File: src/rtl/lcd_timing_gen_if.sv
// CPU register bus between the bus decoder and the LCD timing/STAT block.
// Strobes are single-cycle; rdata is registered inside the slave.
// No backpressure: every strobe is accepted on the cycle it is seen.
interface lcd_timing_gen_if;
    logic       cpu_wr;
    logic       cpu_rd;
    logic [1:0] reg_sel;
    logic [7:0] wdata;
    logic [7:0] rdata;

    modport master (output cpu_wr, cpu_rd, reg_sel, wdata, input rdata);
    modport slave  (input cpu_wr, cpu_rd, reg_sel, wdata, output rdata);
endinterface

File: src/rtl/lcd_timing_gen.sv
// LCD dot/line timing, PPU mode FSM, LY/LYC/STAT registers and VBLANK/STAT interrupts.
// Latency: all outputs registered; register writes visible next cycle, reads one cycle after cpu_rd.
// Backpressure: none; runs one dot per clk2. Optional LCD_LINE153_QUIRK_EN makes LY read 0 on the last line from dot 4.
module lcd_timing_gen #(
    parameter int H_TOTAL  = 456,
    parameter int H_OAM    = 80,
    parameter int V_ACTIVE = 144,
    parameter int V_TOTAL  = 154,
    parameter int H_BITS   = 9      // 2**H_BITS must cover H_TOTAL
) (
    input  logic              clk2,
    input  logic              reset_video,
    input  logic              lcd_en,
    input  logic              draw_done,
    lcd_timing_gen_if.slave   bus,
    output logic [H_BITS-1:0] dot,
    output logic [7:0]        ly,
    output logic [1:0]        mode,
    output logic              line_start,
    output logic              int_vbl,
    output logic              int_stat
);

    typedef enum logic [1:0] {
        MODE_HBLANK = 2'd0,
        MODE_VBLANK = 2'd1,
        MODE_OAM    = 2'd2,
        MODE_DRAW   = 2'd3
    } mode_e;

    localparam logic [H_BITS-1:0] DOT_LAST  = H_BITS'(H_TOTAL - 1);
    localparam logic [H_BITS-1:0] DOT_DRAW  = H_BITS'(H_OAM);
    localparam logic [7:0]        LINE_LAST = 8'(V_TOTAL - 1);
    localparam logic [7:0]        LINE_VBL  = 8'(V_ACTIVE);

    logic [H_BITS-1:0] dot_q, dot_d;
    logic [7:0]        line_q, line_d;     // internal line counter, always wraps normally
    logic [7:0]        ly_q, ly_d;         // LY as presented to the CPU
    mode_e             mode_q, mode_d;
    logic [7:0]        lyc_q, lyc_d;
    logic [3:0]        en_q, en_d;         // STAT enables, bits 6:3
    logic              coinc_q, coinc_d;
    logic              stat_q, stat_d;
    logic              int_vbl_q, int_vbl_d;
    logic              int_stat_q, int_stat_d;
    logic              line_start_q, line_start_d;
    logic [7:0]        rdata_q, rdata_d;

    // Dot and line counters; both collapse to 0 while the display is off.
    always_comb begin
        dot_d  = '0;
        line_d = '0;
        if (lcd_en) begin
            if (dot_q == DOT_LAST) begin
                dot_d  = '0;
                line_d = (line_q == LINE_LAST) ? 8'd0 : line_q + 8'd1;
            end else begin
                dot_d  = dot_q + H_BITS'(1);
                line_d = line_q;
            end
        end
`ifdef LCD_LINE153_QUIRK_EN
        ly_d = (line_d == LINE_LAST && dot_d >= H_BITS'(4)) ? 8'd0 : line_d;
`else
        ly_d = line_d;
`endif
    end

    // Mode FSM next state, aligned with the next dot/line so mode matches the dot it is shown with.
    // Line 0 after enable starts in HBLANK because the held-off state is mode 0 at dot 0 and
    // OAM is only entered on a dot wrap.
    always_comb begin
        mode_d = mode_q;
        if (!lcd_en) begin
            mode_d = MODE_HBLANK;
        end else if (line_d >= LINE_VBL) begin
            mode_d = MODE_VBLANK;
        end else if (dot_d == '0) begin
            mode_d = MODE_OAM;
        end else if (dot_d == DOT_DRAW) begin
            mode_d = MODE_DRAW;
        end else if (mode_q == MODE_DRAW && draw_done) begin
            mode_d = MODE_HBLANK;
        end
    end

    // Coincidence, STAT line and interrupt pulses; coincidence uses the LYC already in the register.
    always_comb begin
        coinc_d = coinc_q;
        stat_d  = 1'b0;
        if (lcd_en) begin
            coinc_d = (ly_d == lyc_q);
            stat_d  = (en_q[3] & coinc_d)
                    | (en_q[2] & (mode_d == MODE_OAM))
                    | (en_q[1] & (mode_d == MODE_VBLANK))
                    | (en_q[0] & (mode_d == MODE_HBLANK));
        end
        int_stat_d   = stat_d & ~stat_q;
        int_vbl_d    = lcd_en && (mode_d == MODE_VBLANK) && (mode_q != MODE_VBLANK);
        line_start_d = lcd_en && (dot_d == '0);
    end

    // CPU register writes and registered reads.
    always_comb begin
        lyc_d   = lyc_q;
        en_d    = en_q;
        rdata_d = rdata_q;
        if (bus.cpu_wr) begin
            case (bus.reg_sel)
                2'd0:    en_d  = bus.wdata[6:3];
                2'd2:    lyc_d = bus.wdata;
                default: ;
            endcase
        end
        if (bus.cpu_rd) begin
            case (bus.reg_sel)
                2'd0:    rdata_d = {1'b1, en_q, coinc_q, mode_q};
                2'd1:    rdata_d = ly_q;
                2'd2:    rdata_d = lyc_q;
                default: rdata_d = 8'hFF;
            endcase
        end
    end

    // State registers with synchronous reset.
    always_ff @(posedge clk2) begin
        if (reset_video) begin
            dot_q        <= '0;
            line_q       <= '0;
            ly_q         <= '0;
            mode_q       <= MODE_HBLANK;
            lyc_q        <= '0;
            en_q         <= '0;
            coinc_q      <= 1'b0;
            stat_q       <= 1'b0;
            int_vbl_q    <= 1'b0;
            int_stat_q   <= 1'b0;
            line_start_q <= 1'b0;
            rdata_q      <= '0;
        end else begin
            dot_q        <= dot_d;
            line_q       <= line_d;
            ly_q         <= ly_d;
            mode_q       <= mode_d;
            lyc_q        <= lyc_d;
            en_q         <= en_d;
            coinc_q      <= coinc_d;
            stat_q       <= stat_d;
            int_vbl_q    <= int_vbl_d;
            int_stat_q   <= int_stat_d;
            line_start_q <= line_start_d;
            rdata_q      <= rdata_d;
        end
    end

    assign dot        = dot_q;
    assign ly         = ly_q;
    assign mode       = mode_q;
    assign line_start = line_start_q;
    assign int_vbl    = int_vbl_q;
    assign int_stat   = int_stat_q;
    assign bus.rdata  = rdata_q;

endmodule

File: src/flat_wrapper.sv
// flat-port wrapper written by rule: the top's interface ports become plain ports
module lcd_timing_gen_flat 
#(
    parameter int H_TOTAL  = 456,
    parameter int H_OAM    = 80,
    parameter int V_ACTIVE = 144,
    parameter int V_TOTAL  = 154,
    parameter int H_BITS   = 9                                     
)
  (clk2, reset_video, lcd_en, draw_done, dot, ly, mode, line_start, int_vbl, int_stat, bus_cpu_wr, bus_cpu_rd, bus_reg_sel, bus_wdata, bus_rdata);
  lcd_timing_gen_if bus_i ();
  input  logic clk2;
  input  logic reset_video;
  input  logic lcd_en;
  input  logic draw_done;
  output logic [H_BITS-1:0] dot;
  output logic [7:0] ly;
  output logic [1:0] mode;
  output logic line_start;
  output logic int_vbl;
  output logic int_stat;
  input wire logic [$bits(bus_i.cpu_wr)-1:0] bus_cpu_wr;
  input wire logic [$bits(bus_i.cpu_rd)-1:0] bus_cpu_rd;
  input wire logic [$bits(bus_i.reg_sel)-1:0] bus_reg_sel;
  input wire logic [$bits(bus_i.wdata)-1:0] bus_wdata;
  output wire logic [$bits(bus_i.rdata)-1:0] bus_rdata;
  assign bus_i.cpu_wr = bus_cpu_wr;
  assign bus_i.cpu_rd = bus_cpu_rd;
  assign bus_i.reg_sel = bus_reg_sel;
  assign bus_i.wdata = bus_wdata;
  assign bus_rdata = bus_i.rdata;
  lcd_timing_gen #(.H_TOTAL(H_TOTAL), .H_OAM(H_OAM), .V_ACTIVE(V_ACTIVE), .V_TOTAL(V_TOTAL), .H_BITS(H_BITS)) u_core (.clk2(clk2), .reset_video(reset_video), .lcd_en(lcd_en), .draw_done(draw_done), .bus(bus_i), .dot(dot), .ly(ly), .mode(mode), .line_start(line_start), .int_vbl(int_vbl), .int_stat(int_stat));
endmodule
File: config.mk
export PLATFORM = sky130hd
export DESIGN_NAME = lcd_timing_gen_flat
export DESIGN_NICKNAME = d
export VERILOG_FILES = /design/src/rtl/lcd_timing_gen_if.sv /design/src/rtl/lcd_timing_gen.sv /design/src/flat_wrapper.sv
export SDC_FILE = /design/constraint.sdc
export NUM_CORES = 1
export LEC_CHECK = 0
export CAP_MARGIN = 20
export CORE_ASPECT_RATIO = 1.5
export CORE_MARGIN = 1
export CORE_UTILIZATION = 45
export CTS_BUF_LIST = sky130_fd_sc_hd__clkbuf_4
export DETAILED_ROUTE_END_ITERATION = 6
export PLACE_DENSITY = 0.7
export SLEW_MARGIN = 20
export SYNTH_ARGS = -nofsm -noshare
export SYNTH_HDL_FRONTEND = slang
export SYNTH_SLANG_ARGS = --single-unit
File: constraint.sdc
create_clock -name clk2 -period 8.27 [get_ports clk2]
set_input_delay 1.654 -clock clk2 [delete_from_list [all_inputs] [get_ports clk2]]
set_output_delay 1.654 -clock clk2 [all_outputs]
set_load 0.02 [all_outputs]
==> key figures <==
Clock tree
  – Cts hold-fix bufs: 0
  – Htree depth: 2
  – Clk root buf: clkbuf_4
  – CTS Buf Count: 5
  – Clock insertion delay at the later pin of the skew report: 370 ps
  – CTS max path bufs: 2
  – Setup Fix Bufs, Post-CTS: 0
  – CTS sink cnt: 44
  – Reg clk slew, reported paths: ~140 ps
  – Post-CTS Resized: 0
  – TritonCTS clock tree: built

Die
  – Io pins: 46
  – Core area: 5570 µm²
  – Initial Util: between 40 and 50%
  – Die height: 96.1 µm
  – Site Rows: 33
  – Die Area: about 6200 µm²
  – Die width: 64.7 µm

STA
  – Crit path time final: roughly 4000 ps
  – Final hold vios: 0
  – Max Slew Vio Count: 0
  – Tcrit/Tclk final: a little under half
  – Setup TNS: 0 ps
  – Max transition margin: roughly 32%
  – Clock Skews: 22.0 ps
  – Fmax: about 260 MHz
  – Setup violations, final: 0
  – Worst slew pin tran: just over 1000 ps
  – RSZ-0062 raised after global routing: no

Job
  – Max cap viols: 0

Detailed routing
  – Metal2 WL: 3.79 mm
  – DR iter-0 viols: roughly 110
  – Post-DR wirelength/cell: between 15 and 20 µm
  – Drt via density: between 5 and 6
  – Drt drc: 0
  – Top sig layer: met4
  – DRT met1 WL: 2.80 mm
  – Initial DRT Pass Iterations: 4
  – DR vias: 2469
  – Met3 WL post-DR: between 200 and 300 µm
  – Remaining antenna violation count: 0
  – Wirelength, routed: 7.10 mm

Cells and area
  – Layout area overhead: 17.6%
  – # diodes: 0
  – Fillers: 542
  – Post-layout nets: 364
  – Commonest non-fill, non-tap cell in the layout: clkdlybuf4s50_1
  – Layout cells sized above 1: a little over 7%
  – Most frequent cells in the layout: 45 x clkdlybuf4s50_1, 44 x dfxtp_1, 36 x nor2_1
  – Final non-filler cell total: roughly 420

Critical path
  – Slowest Stage Delay on Critical Path: roughly 800 ps
  – CP startpoint kind: input port
  – Worst path slowest cell: clkdlybuf4s50_1
  – Crit-path cells: clkdlybuf4s50_1 -> clkinv_1 -> a21oi_1 -> o22ai_1 -> a2111oi_0 -> nand3_1 -> nor3_1 -> a32oi_2 -> a211oi_2
  – Classification of the worst setup path: in2reg
  – Arr. time, crit path: approximately 4200 ps
  – Peak fanout along the critical path: 16
  – Critical path data required time: between 8000 and 9000 ps
  – Kind of end point of the critical path: register

Logic synthesis
  – Distinct cells, synth: 61
  – Post-Syn Area per Cell: ~8.3 µm²
  – Ys flop type: dfxtp_1
  – Sequential area share after synthesis: around a third
  – #FFs+latches synth: 44
  – Post-synth EDFFs: 0
  – Cells after Synth: about 320
  – Ys async rst share: 0%
  – Mapped Area: between 2000 and 3000 µm²
  – Dominant cells by area after synthesis: dfxtp_1 33%, mux2i_1 5.6%, nor2_1 5.1%
  – Top-area cell type share of the netlist area: roughly a third
  – Syn_nets: 340
  – Synth area leader: dfxtp_1
  – Yosys warns: 0

Global routing
  – Vias in the first global route: roughly 2300
  – First-pass GRT wire length: about 12 mm
  – Pin count of the biggest net entering global routing: 28
  – GRT overflow: 0
  – Initial antenna violation count: 0
  – GRT Overall Usage: between 20 and 25%

Power and ir drop
  – Leak Pwr: 1.09 nW
  – IR drop worst, VDD: around 0.090 mV
  – PD cells: around 120 nW/µm²

Hold path
  – Hold crit path type: reg2reg

Placement
  – IO Port Bufs: 45
  – Final GP Congestion: 0.954
  – Hpwl dp: approximately 5.4 mm
  – Placed insts: roughly 410

Status
  – Status: complete, no violations
[layout make-up]
class,count,area (µm²),area share [%]
clock inverters,2,16.3,0.521
flip-flops and latches,44,881,28.2
repair buffers,45,450,14.4
multi-input cells,242,1620,51.8
clock buffers,6,45.0,1.44
inverters,7,26.3,0.841
well taps,70,87.6,2.80
[through the flow]
stage / utilization (%) / power [W] / hold WS (ps) / setup slack, ps / instance area [µm²]
global route: 56.0 / 0.000404 / 440 / 4120 / 3120
global placement: 54.9 / 0.000278 / 400 / 4080 / 3060
CTS: 56.0 / 0.000389 / 434 / 4410 / 3120
floorplan: - / 0.000258 / 391 / 5280 / 2660
detailed placement: 54.9 / 0.000279 / 404 / 4020 / 3060
finish: 56.0 / 0.000386 / 432 / 4370 / 3120
[metal layers]
layer  global-route usage [%]  vias to the layer above
li1                         -                     1213
met1                     25.6                     1158
met2                     46.7                       79
met3                     3.67                       19
met4                     10.6                        0
met5                        0                        -
[critical path: cells and delay by family]
| family | cells | cell delay [ps] |
|---|---|---|
| simple gates | 2 | 370 |
| buf+inv | 2 | 1250 |
| compound gates | 5 | 930 |
[flip-flops by register name, indices dropped and copies added (netlist names)]
signal / flops
u_core.dot: 9
u_core.lyc_q: 8
u_core.int_vbl: 1
u_core.stat_q: 1
u_core.int_stat: 1
u_core.line_start: 1
u_core.line_q: 8
u_core.en_q: 4
u_core.coinc_q: 1
u_core.mode: 2
u_core.bus.rdata: 8
[synthesized netlist by cell type (4+ instances only)]
cell,number
a31oi_1,4
xor2_1,5
nand2_1,21
nor3b_1,4
nand4_1,4
mux2_2,5
nor2b_1,5
nor3_1,13
inv_1,6
mux2i_1,15
nand2b_1,11
clkbuf_1,16
nand3_1,12
xnor2_1,9
a211oi_1,4
o21ai_0,6
dfxtp_1,44
buf_2,7
nor2_1,36
a21oi_1,22
o221ai_1,7
[cell families (layout without fill, tap and decap cells)]
group           Yosys count  count (layout)  share of synthesized area [%]
compound gates           75              75                           20.2
xor+xnor                 15              15                           5.46
fa+ha+maj                 3               3                           1.41
simple gates            129             129                           26.0
mux                      20              20                           7.77
flops                    44              44                           33.1
buf+inv                  35              60                           5.98
[worst paths after layout]
check | start | end | slack (ps) | cells after the start
max | lcd_en | u_core.int_stat | 4370 | 9
min | u_core.stat_q | u_core.int_stat | 430 | 1
max reg2reg | u_core.dot[1] | u_core.int_stat | 4780 | 9
min reg2reg | u_core.stat_q | u_core.int_stat | 430 | 1
[power by group]
group          switching, W  internal, W  leakage (nW)
Combinational     0.0000257    0.0000247         0.701
Sequential       0.00000577     0.000218         0.357
Clock             0.0000753    0.0000372        0.0319
Total              0.000107     0.000280          1.09
Power figures use the tool's default switching activity.
